$ cat config.mk
export PLATFORM = sky130hd
export DESIGN_NAME = rr_dec_arbiter4
export DESIGN_NICKNAME = d
export VERILOG_FILES = /design/src/rtl/rr_dec_arbiter4_pkg.sv /design/src/rtl/rr_dec_arbiter4_dec2to4_n.sv /design/src/rtl/rr_dec_arbiter4.sv
export SDC_FILE = /design/constraint.sdc
export NUM_CORES = 1
export LEC_CHECK = 0
export BUFFER_PORTS_ARGS = -buffer_cell sky130_fd_sc_hd__buf_2
export CAP_MARGIN = 20
export CORE_MARGIN = 8
export CORE_UTILIZATION = 45
export DETAILED_ROUTE_END_ITERATION = 10
export PLACE_DENSITY = 0.66
export SLEW_MARGIN = 20
export SYNTH_ARGS = -nofsm -noshare
export SYNTH_HDL_FRONTEND = slang
export SYNTH_SLANG_ARGS = --single-unit
$ cat constraint.sdc
create_clock -name clk -period 4 [get_ports clk]
set_input_delay 0.2 -clock clk [delete_from_list [all_inputs] [get_ports clk]]
set_output_delay 0.2 -clock clk [all_outputs]
set_load 0.02 [all_outputs]
$ cat src/rtl/rr_dec_arbiter4_pkg.sv
// Shared types and helpers for the 4-way round-robin arbiter with an
// active-low decoded grant bus.
package rr_dec_arbiter4_pkg;

    localparam int N_REQ = 4;

    typedef enum logic [1:0] {
        S_IDLE  = 2'd0,
        S_GRANT = 2'd1,
        S_GAP   = 2'd2
    } arb_state_e;

    typedef struct packed {
        logic       found;
        logic [1:0] idx;
    } pick_t;

    // First asserted request at or after ptr, searching circularly.
    function automatic pick_t rr_pick(input logic [0:N_REQ-1] req, input logic [1:0] ptr);
        pick_t      res;
        logic [1:0] idx;
        res = '{found: 1'b0, idx: 2'd0};
        for (int k = 0; k < N_REQ; k++) begin
            idx = ptr + 2'(k);
            if ((res.found == 1'b0) && (req[idx] == 1'b1)) begin
                res.found = 1'b1;
                res.idx   = idx;
            end
        end
        return res;
    endfunction

endpackage

$ cat src/rtl/rr_dec_arbiter4_dec2to4_n.sv
// 2-to-4 decoder with active-low enable and active-low outputs, built from
// inverters and 3-input NANDs. Select is {x, y}; w[0] corresponds to select 0.
module dec2to4_n (
    input  logic       x,
    input  logic       y,
    input  logic       z_n,
    output logic [0:3] w
);

    logic x_b_s;
    logic y_b_s;
    logic en_s;

    assign x_b_s = ~x;
    assign y_b_s = ~y;
    assign en_s  = ~z_n;

    assign w[0] = ~(x_b_s & y_b_s & en_s);
    assign w[1] = ~(x_b_s & y     & en_s);
    assign w[2] = ~(x     & y_b_s & en_s);
    assign w[3] = ~(x     & y     & en_s);

endmodule

$ cat src/rtl/rr_dec_arbiter4.sv
// Round-robin arbiter for four requesters with hold-timeout watchdog and a
// single dead cycle between grants. All outputs come from registers.
module rr_dec_arbiter4
    import rr_dec_arbiter4_pkg::*;
#(
    parameter int HOLD_MAX = 8
) (
    input  logic             clk,
    input  logic             rst,
    input  logic [0:N_REQ-1] req,
    input  logic             done,
    output logic [0:N_REQ-1] gnt_n,
    output logic [1:0]       gnt_id,
    output logic             busy,
    output logic             timeout
);

    localparam int              HC_W      = (HOLD_MAX < 1) ? 1 : $clog2(HOLD_MAX + 1);
    localparam logic [HC_W-1:0] HOLD_LAST = HC_W'(HOLD_MAX - 1);
    localparam logic [HC_W-1:0] HOLD_SAT  = {HC_W{1'b1}};
    localparam logic [HC_W-1:0] HOLD_ONE  = HC_W'(1);
    localparam logic            TMO_EN    = (HOLD_MAX != 0) ? 1'b1 : 1'b0;

    arb_state_e      state_r;
    logic [1:0]      ptr_r;
    logic [1:0]      gnt_id_r;
    logic [HC_W-1:0] hold_cnt_r;
    logic            busy_r;
    logic            timeout_r;

    pick_t           pick_s;
    logic            cur_req_s;
    logic            tmo_hit_s;
    logic            release_s;
    logic            dec_en_n_s;

    // Winner selection and release conditions for the current grantee.
    always_comb begin
        pick_s    = rr_pick(req, ptr_r);
        cur_req_s = req[gnt_id_r];
        tmo_hit_s = TMO_EN & (hold_cnt_r == HOLD_LAST);
        release_s = done | ~cur_req_s | tmo_hit_s;
    end

    // Arbitration FSM; busy/timeout are registered alongside the state.
    always_ff @(posedge clk) begin
        if (rst) begin
            state_r    <= S_IDLE;
            ptr_r      <= 2'd0;
            gnt_id_r   <= 2'd0;
            hold_cnt_r <= '0;
            busy_r     <= 1'b0;
            timeout_r  <= 1'b0;
        end else begin
            case (state_r)
                S_IDLE, S_GAP: begin
                    timeout_r <= 1'b0;
                    if (pick_s.found) begin
                        state_r    <= S_GRANT;
                        gnt_id_r   <= pick_s.idx;
                        hold_cnt_r <= '0;
                        busy_r     <= 1'b1;
                    end else begin
                        state_r <= S_IDLE;
                        busy_r  <= 1'b0;
                    end
                end
                S_GRANT: begin
                    if (release_s) begin
                        state_r   <= S_GAP;
                        busy_r    <= 1'b0;
                        ptr_r     <= gnt_id_r + 2'd1;
                        // A voluntary release on the limit cycle is not a timeout.
                        timeout_r <= tmo_hit_s & ~done & cur_req_s;
                    end else begin
                        busy_r     <= 1'b1;
                        timeout_r  <= 1'b0;
                        hold_cnt_r <= (hold_cnt_r == HOLD_SAT) ? hold_cnt_r : hold_cnt_r + HOLD_ONE;
                    end
                end
                default: begin
                    state_r   <= S_IDLE;
                    busy_r    <= 1'b0;
                    timeout_r <= 1'b0;
                end
            endcase
        end
    end

    assign dec_en_n_s = ~busy_r;
    assign gnt_id     = gnt_id_r;
    assign busy       = busy_r;
    assign timeout    = timeout_r;

    dec2to4_n u_gnt_dec (
        .x   (gnt_id_r[1]),
        .y   (gnt_id_r[0]),
        .z_n (dec_en_n_s),
        .w   (gnt_n)
    );

endmodule
Word level (Yosys, flattened, before mapping)
Index checks and enable logic that the tools add are counted.
{ "totals": {"input_bits": 7, "ff_bits": 12, "wordCells": 93, "out_inout_bits": 8} }
{ "op_classes": {"muxes": 29, "n_eq_ne": 8, "bitwise_logic": 30, "n_reduce_logical": 10, "addsub": 5, "n_lt_le_gt_ge": 5} }
{ "op_table": {"columns": ["cell", "n"], "rows": [
  ["3-bit greater-or-equal comparator, second input constant", 5],
  ["2-bit NOT with 3-bit output", 5],
  ["1-bit two-way mux", 13],
  ["1-bit NOT", 13],
  ["3-bit two-way mux", 4],
  ["4-bit two-way mux", 3],
  ["1-bit AND", 10],
  ["1-bit binary-select mux with 2-bit select", 5],
  ["2-bit != test, second input constant", 4],
  ["4-bit case mux with 2 select lines", 1],
  ["2-bit by 1-bit adder with 2-bit output, second input constant", 2],
  ["2-bit adder, second input constant", 2],
  ["4-bit by 1-bit adder with 4-bit output, second input constant", 1],
  ["4-bit by 3-bit equality test with 1-bit output, second input constant", 1],
  ["4-bit equality test, second input constant", 1],
  ["2-bit case mux with 2 select lines", 1],
  ["2-bit AND reduction", 2],
  ["4-bit AND reduction", 1],
  ["1-bit logical AND", 3],
  ["3-bit OR reduction", 1],
  ["2-bit by 1-bit equality test with 1-bit output, second input constant", 1],
  ["2-bit equality test, second input constant", 1],
  ["2-bit zero test", 1],
  ["2-bit two-way mux", 1],
  ["other kinds (4)", 5]
]} }

Longest topological paths before layout
Gate-level depths: netlist of the first run.
{ "depth": {"depth_word": 16, "ltp_mapped": 5} }

Cells and area by module
Synthesis of the first run repeated with hierarchy kept, for this count alone.
{ "hier_totals": {"hier_cells": 80, "hier_area_um2": 718.2} }
{ "by_module_without_submodules": {"columns": ["module", "area_per_inst_um2", "instances", "cells_each", "seq_area_each_um2"], "rows": [
  ["rr_dec_arbiter4", 686.9, 1, 76, 240.2],
  ["dec2to4_n", 31.3, 1, 4, 0.0]
]} }

Worst setup path after synthesis of the first run
Ideal clock, no wire load.
{ "synth_timing": {"kind": "register to register", "from": "register gnt_id_r[0], in the netlist gnt_id[0]", "to": "register hold_cnt_r[0]", "t_required_ns": 3.879, "path_slack_ns": 2.612, "setup_time_ns": 0.121, "stages_incl_launch_ff": 5, "arrival_time_ns": 1.267, "n_path_buf": 0, "period_less_slack_ns": 1.388, "path_cell_list": "dfxtp_1 or2_1 o22ai_4 nand3_4 mux2_4"} }
{ "synth_via": {"elab_chain_cells": 9} }
{ "synth_lines": {"columns": ["item", "line_no", "text"], "rows": [
  ["start, declared", "rr_dec_arbiter4.sv:26", "logic [1:0] gnt_id_r;"],
  ["start signal, assigned", "rr_dec_arbiter4.sv:60", "gnt_id_r <= pick_s.idx;"],
  ["2-bit NOT with 3-bit output (implied by the code)", "rr_dec_arbiter4.sv:40", "cur_req_s = req[gnt_id_r];"],
  ["1-bit binary-select mux with 2-bit select", "rr_dec_arbiter4.sv:40", null],
  ["1-bit two-way mux (implied by the code) (2 in series)", "rr_dec_arbiter4.sv:40", null],
  ["1-bit NOT", "rr_dec_arbiter4.sv:42", "release_s = done | ~cur_req_s | tmo_hit_s;"],
  ["1-bit OR (2 in series)", "rr_dec_arbiter4.sv:42", null],
  ["2-bit != test (no source line)", null, null],
  ["4-bit AND reduction (no source line)", null, null],
  ["end signal, assigned", "rr_dec_arbiter4.sv:78", "hold_cnt_r <= (hold_cnt_r == HOLD_SAT) ? hold_cnt_r : hold_cnt_r + HOLD_ONE;"],
  ["end, declared", "rr_dec_arbiter4.sv:27", "logic [HC_W-1:0] hold_cnt_r;"]
]} }
Every way passes these cells. The select of a mux whose other input is x is not followed.
A chain may end at the register's enable or synchronous reset.

Worst setup path in the final report of the first run
Ends and elaborated chain as after synthesis.

==> qor.txt, run 1 <==
==================================================================================
Area of the core ....................................................     1670 um2
Area of the die .....................................................     3280 um2
Part of the total power dissipated in sequential elements ...........        46.1%
Routed vias .........................................................          680
Arrival @ worst endpoint ............................................      1.66 ns
Placer congestion estimate ..........................................        0.811
Floorplan die height ................................................      57.3 um
Sequential element share of the synthesized area ....................        31.3%
Yosys reg bits ......................................................           12
Total global-route track usage ......................................        11.1%
Placed Instance Area ................................................      840 um2
Setup repair after global routing missed its margin .................           no
Port Buf Inserts ....................................................           14
Total routed wirelength .............................................      1610 um
R2R depth ...........................................................            4
Capturing element type of the critical path .........................     register
Number of cell rows .................................................           15
Total DRC errors in the routed layout ...............................            0
Final nets ..........................................................          119
Critical R2R Capture ................................................ hold_cnt_r[0]$_SDFFE_PP0P_
Critical path class .................................................   reg -> reg
Starting Density ....................................................        45.9%
Worst ir drop on vdd ................................................     0.165 mV
Depth of the worst hold-timing path .................................            2
Setup Buffers After CTS .............................................            0
Global-route wire length before repair ..............................      2880 um
Ports ...............................................................           15
CTS hold repair buffers .............................................            0
Run status ..........................................................    completed
Biggest area contributors in the synthesized netlist ................ dfxtp_1 31%, ha_1 8.2%, nand2_1 4.9%
Mapped cell area ....................................................      767 um2
Worst-Skew Late Latency .............................................      0.27 ns
Max transition margin ...............................................        79.1%
Post-layout instance count excluding filler cells ...................          123
Total of endpoints with negative setup slack in the final report ....            0
Register-to-register setup slack ....................................      2.51 ns
Biggest fanout along the worst timing path ..........................           10
Total Power .........................................................     0.293 mW
Worst EP required ...................................................      4.17 ns
Minimum clock period ................................................      1.49 ns
Number of levels in the clock H-tree ................................            1
Async S/R FF share, synth ...........................................           0%
Buffer type at the clock tree root ..................................     clkbuf_4
First-pass iteration count of the detailed router ...................            4
Share of the clock period used by the worst path ....................        37.2%
Post-Syn Nets .......................................................          103
Area share of the largest cell type after synthesis .................        31.3%
Prevailing post-synth register cell .................................      dfxtp_1
Leakage power figure ................................................     0.362 nW
Die Span X ..........................................................      57.3 um
Final count of hold timing violations ...............................            0
Number of synthesized flops with an enable pin ......................            0
Vias in the first global route ......................................          655
Most numerous cell in the Yosys netlist .............................      dfxtp_1
Proportion of layout cells with a drive suffix above 1 ..............        21.7%
Actual transition at the worst max-transition pin ...................     0.308 ns
DRC marker count from the first detailed-route iteration ............           23
Clock group share of total power ....................................        33.5%
Part of the power in combinational logic ............................        20.5%
Power density over the cells ........................................   334 nW/um2
Post-cts sizing count ...............................................            0
Maximum clock insertion buffer count ................................            2
Total placed cells including tap cells ..............................          119
Final ANT Viol Nets .................................................            0
Synthesized area per cell ...........................................     8.43 um2
Gate count after technology mapping .................................           91
Final total negative setup slack ....................................         0 ns
CTS Sinks ...........................................................           12
Max Fclk ............................................................      671 MHz
Worst-case hold path end point ...................................... hold_cnt_r[2]$_SDFFE_PP0P_
Synth top cells by count ............................................ 12 x dfxtp_1, 10 x nand2_1, 9 x nor2_1
Average routed wire per standard cell ...............................      13.1 um
Average vias per placed instance ....................................         5.53
Post-route cell area ................................................      876 um2
Worst hold path type ................................................    in -> reg
Global route overflow ...............................................            0
Total of max-cap violations .........................................            0
Antenna Diode Count .................................................            0
Worst Min Path Start ................................................          rst
Synthesis warning total .............................................            0
Critical path launch point type .....................................     register
Psw .................................................................    0.0871 mW
Signed area change from the synthesized netlist to the final layout .        14.2%
Yosys top cell by area ..............................................      dfxtp_1
Origin of the critical flop-to-flop path ............................ gnt_id[0]$_SDFFE_PP0P_
Dpl hpwl ............................................................      1280 um
Clock tree from TritonCTS ...........................................         done
Layout Skew .........................................................   0.00341 ns
Synth cell types ....................................................           30
Antenna violations before repair ....................................            0
Share of total power consumed by net switching ......................        29.8%
Max Slew Vio Count ..................................................            0
Pin count of the biggest net entering global routing ................           16
Int Pwr .............................................................     0.206 mW
Final design utilization ............................................        52.4%
Clock slew at reported path FFs .....................................      0.08 ns
CTS Buf Count .......................................................            3
==================================================================================
[layer usage]
metal	vias to the layer above	wire, um	GRT usage (%)
met3	2	126	3.59
met1	304	780	13.9
met4	0	12	7.14
met2	23	694	15.9
met5	-	0	0
li1	351	-	-
[power by group through the flow]
stage	sequential [mW]	combinational [mW]	clock, mW
after floorplan	0.137	0.0441	0
after global placement	0.137	0.0593	0
after detailed placement	0.138	0.0600	0
after CTS	0.135	0.0603	0.101
after global routing	0.136	0.0669	0.108
final	0.135	0.0599	0.0980
[worst max path at each step]
stage	end	startpoint	cells past startpoint
CTS	hold_cnt_r[0]$_SDFFE_PP0P_	gnt_id[1]$_SDFFE_PP0P_	4
global placement	hold_cnt_r[3]$_SDFFE_PP0P_	gnt_id[1]$_SDFFE_PP0P_	4
finish	hold_cnt_r[0]$_SDFFE_PP0P_	gnt_id[0]$_SDFFE_PP0P_	4
floorplan	hold_cnt_r[0]$_SDFFE_PP0P_	gnt_id[0]$_SDFFE_PP0P_	4
global route	hold_cnt_r[0]$_SDFFE_PP0P_	gnt_id[1]$_SDFFE_PP0P_	4
detailed placement	hold_cnt_r[0]$_SDFFE_PP0P_	gnt_id[1]$_SDFFE_PP0P_	4
[logic make-up after synthesis]
family,Yosys count,synth area share [%]
compound gates,19,19.1
fa+ha+maj,5,8.16
buf+inv,9,5.38
flops,12,31.3
mux,4,6.53
simple gates,42,29.5
[worst max-delay path, cell delays in order (launching register included)]
cell	delay [ns]
dfxtp_1	0.38
or2_1	0.29
o22ai_4	0.27
nand3_4	0.14
mux2_4	0.31
[cells in the final DEF (no fill, tap or decap), types with 2 or more instances in the layout]
master,instances
nand3_1,6
nand2_1,10
mux2i_1,2
ha_1,5
a211o_1,2
clkbuf_4,3
nand2b_1,5
mux2_4,2
nor3_1,2
o221ai_1,2
inv_1,6
a21o_1,2
nor2_1,9
a22oi_1,2
nor3b_1,3
a21oi_1,6
dfxtp_1,12
buf_2,14
[through the flow]
step / hold WS [ns] / worst slack [ns]
after floorplan: 0.398 / 2.61
after global placement: 0.487 / 2.53
after detailed placement: 0.480 / 2.50
after CTS: 0.271 / 2.49
after global routing: 0.296 / 2.42
final: 0.277 / 2.51
[sequential cells by signal, indices dropped and copies added (netlist names)]
register / flops
timeout: 1
busy: 1
state_r: 2
ptr_r: 2
hold_cnt_r: 4
gnt_id: 2
[area by class of cell]
cell class	count	area (um2)
flip-flops and latches	12	240
well taps	17	21.3
fillers	163	795
multi-input cells	70	485
clock buffers	4	36.3
repair buffers	14	70.1
inverters	6	22.5
(Power assumes the default switching activity.)
==> inputs of run 2 (changes only) <==
Clock period 4 ns to 1.5 ns, I/O delays scaled along.
==> run 2 against run 1 <==
Utilization up 0.75 points. Global-route usage down 1.2 points. Via count up 1.8%. First-iteration DRC count down 39%. Flip-flop and latch count unchanged. Clock skew down 0.0024 ns. Largest power group unchanged.
==> qor.txt, run 2 (synthesis gave the netlist of run 1 again) <==
==================================================================================
Run status ..........................................................    completed
Global-route wire length before repair ..............................      2620 um
Final count of hold timing violations ...............................            0
Number of levels in the clock H-tree ................................            1
Area of the die .....................................................     3280 um2
Flip-flop count of the largest register, all copies and words added .            4
Total global-route track usage ......................................        9.94%
Clock slew at reported path FFs .....................................      0.07 ns
Top reg by flops ....................................................   hold_cnt_r
Routed vias .........................................................          692
Critical path class .................................................   reg -> reg
Worst Min Path Start ................................................          rst
Max transition margin ...............................................        82.8%
Average routed wire per standard cell ...............................      13.1 um
Worst EP required ...................................................      1.68 ns
Total of endpoints with negative setup slack in the final report ....            0
Final design utilization ............................................        53.2%
Max Fclk ............................................................      705 MHz
Biggest fanout along the worst timing path ..........................            8
Final nets ..........................................................          120
Final total negative setup slack ....................................         0 ns
Critical path launch point type .....................................     register
Ports ...............................................................           15
Multi-input combinational cell area .................................      489 um2
Actual transition at the worst max-transition pin ...................     0.250 ns
Port Buf Inserts ....................................................           14
Vias in the first global route ......................................          614
Minimum clock period ................................................      1.42 ns
Antenna violations before repair ....................................            0
Antenna Diode Count .................................................            0
Total DRC errors in the routed layout ...............................            0
Leakage power figure ................................................     0.370 nW
Global route overflow ...............................................            0
Pin count of the biggest net entering global routing ................           16
Power density over the cells ........................................   875 nW/um2
DRC marker count from the first detailed-route iteration ............           14
Met2 layer usage reported by global route ...........................        16.6%
Total of max-cap violations .........................................            0
Max Slew Vio Count ..................................................            0
Arrival @ worst endpoint ............................................      1.60 ns
Worst ir drop on vdd ................................................     0.416 mV
Dpl hpwl ............................................................      1280 um
Floorplan die height ................................................      57.3 um
Depth of the worst hold-timing path .................................            2
Most common cell after layout, fill and taps aside ..................        buf_2
Fillers .............................................................          172
GR Layer Usage met3 .................................................        5.61%
Layout Skew .........................................................  0.000972 ns
CTS Buf Count .......................................................            3
Average vias per placed instance ....................................         5.58
Signed area change from the synthesized netlist to the final layout .        15.8%
R2R depth ...........................................................            5
Setup repair after global routing missed its margin .................           no
Proportion of layout cells with a drive suffix above 1 ..............        24.3%
Buffer type at the clock tree root ..................................     clkbuf_4
Clock tree from TritonCTS ...........................................         done
GR Util met1 ........................................................        10.7%
Crit path launch .................................................... gnt_id[0]$_SDFFE_PP0P_
CTS Sinks ...........................................................           12
Die Span X ..........................................................      57.3 um
Number of cell rows .................................................           15
Final ANT Viol Nets .................................................            0
First-pass iteration count of the detailed router ...................            4
Most utilized layer in the global route result ......................         met2
Maximum clock insertion buffer count ................................            2
Worst hold path type ................................................    in -> reg
CTS hold repair buffers .............................................            0
Most frequent cells in the layout ................................... 14 x buf_2, 11 x dfxtp_1, 10 x nand2_1, 9 x nor2_1
Share of the clock period used by the worst path ....................        94.5%
Starting Density ....................................................        45.9%
Total routed wirelength .............................................      1620 um
Area of the core ....................................................     1670 um2
Total area of sequential cells ......................................      241 um2
Worst-Skew Late Latency .............................................      0.27 ns
Origin of the critical flop-to-flop path ............................ gnt_id[0]$_SDFFE_PP0P_
Placer congestion estimate ..........................................        0.767
Capturing element type of the critical path .........................     register
==================================================================================
-- run 2: changes by cell type in the layout (fill, tap and decap cells not counted), sizes merged --
cell	change
buf	+1
-- run 2: repair_timing --
| action | CTS | global route |
|---|---|---|
| endpoints found under the hold margin | 0 | 0 |
| endpoints found under the setup margin | 0 | 5 |
| gates resized for setup | 0 | 2 |
| setup buffers | 0 | 0 |
-- run 2: worst paths after layout --
| check | to | slack, ns |
|---|---|---|
| worst max-delay path | timeout$_SDFF_PP0_ | 0.08 |
| worst min register to register | hold_cnt_r[2]$_SDFFE_PP0P_ | 0.51 |
| worst min-delay path | hold_cnt_r[2]$_SDFFE_PP0P_ | 0.17 |
| worst max register to register | timeout$_SDFF_PP0_ | 0.08 |
-- run 2: cell type report --
cell class	count	share of cell area, %
repair buffers	15	8.73
flip-flops and latches	12	27.2
clock buffers	4	4.08
inverters	6	2.54
well taps	17	2.39
multi-input cells	70	55.1
-- run 2: layer usage --
layer | routed length, um | part of all wire (%)
met1 | 772 | 48
met2 | 734 | 45
met3 | 102 | 6.3
met4 | 12 | 0.74
met5 | 0 | 0
-- run 2: worst max-delay path, stage by stage (launching register included) --
cell and delay (ns):
dfxtp_1 0.39, or2_1 0.29, o22ai_4 0.18, buf_4 0.19, nand2_1 0.06, nor3_1 0.22
-- run 2: power breakdown --
| group | internal (mW) | total (mW) | switching (mW) |
|---|---|---|---|
| sequential | 0.337 | 0.361 | 0.0234 |
| clock | 0.147 | 0.253 | 0.105 |
| combinational | 0.0688 | 0.164 | 0.0954 |
| total | 0.553 | 0.778 | 0.224 |
-- run 2: per-stage QoR --
| step | area, um2 | worst slack [ns] | hold slack, ns | cells | power [mW] |
|---|---|---|---|---|---|
| 5_1_grt | 888 | 0.00275 | 0.182 | 124 | 0.818 |
| 6_report | 888 | 0.0821 | 0.167 | 124 | 0.778 |
| 3_3_place_gp | 847 | 0.106 | 0.431 | 120 | 0.528 |
| 3_5_place_dp | 847 | 0.0494 | 0.438 | 120 | 0.531 |
| 4_1_cts | 883 | 0.0359 | 0.148 | 124 | 0.790 |
| 2_1_floorplan | 767 | 0.112 | 0.273 | 91 | 0.483 |
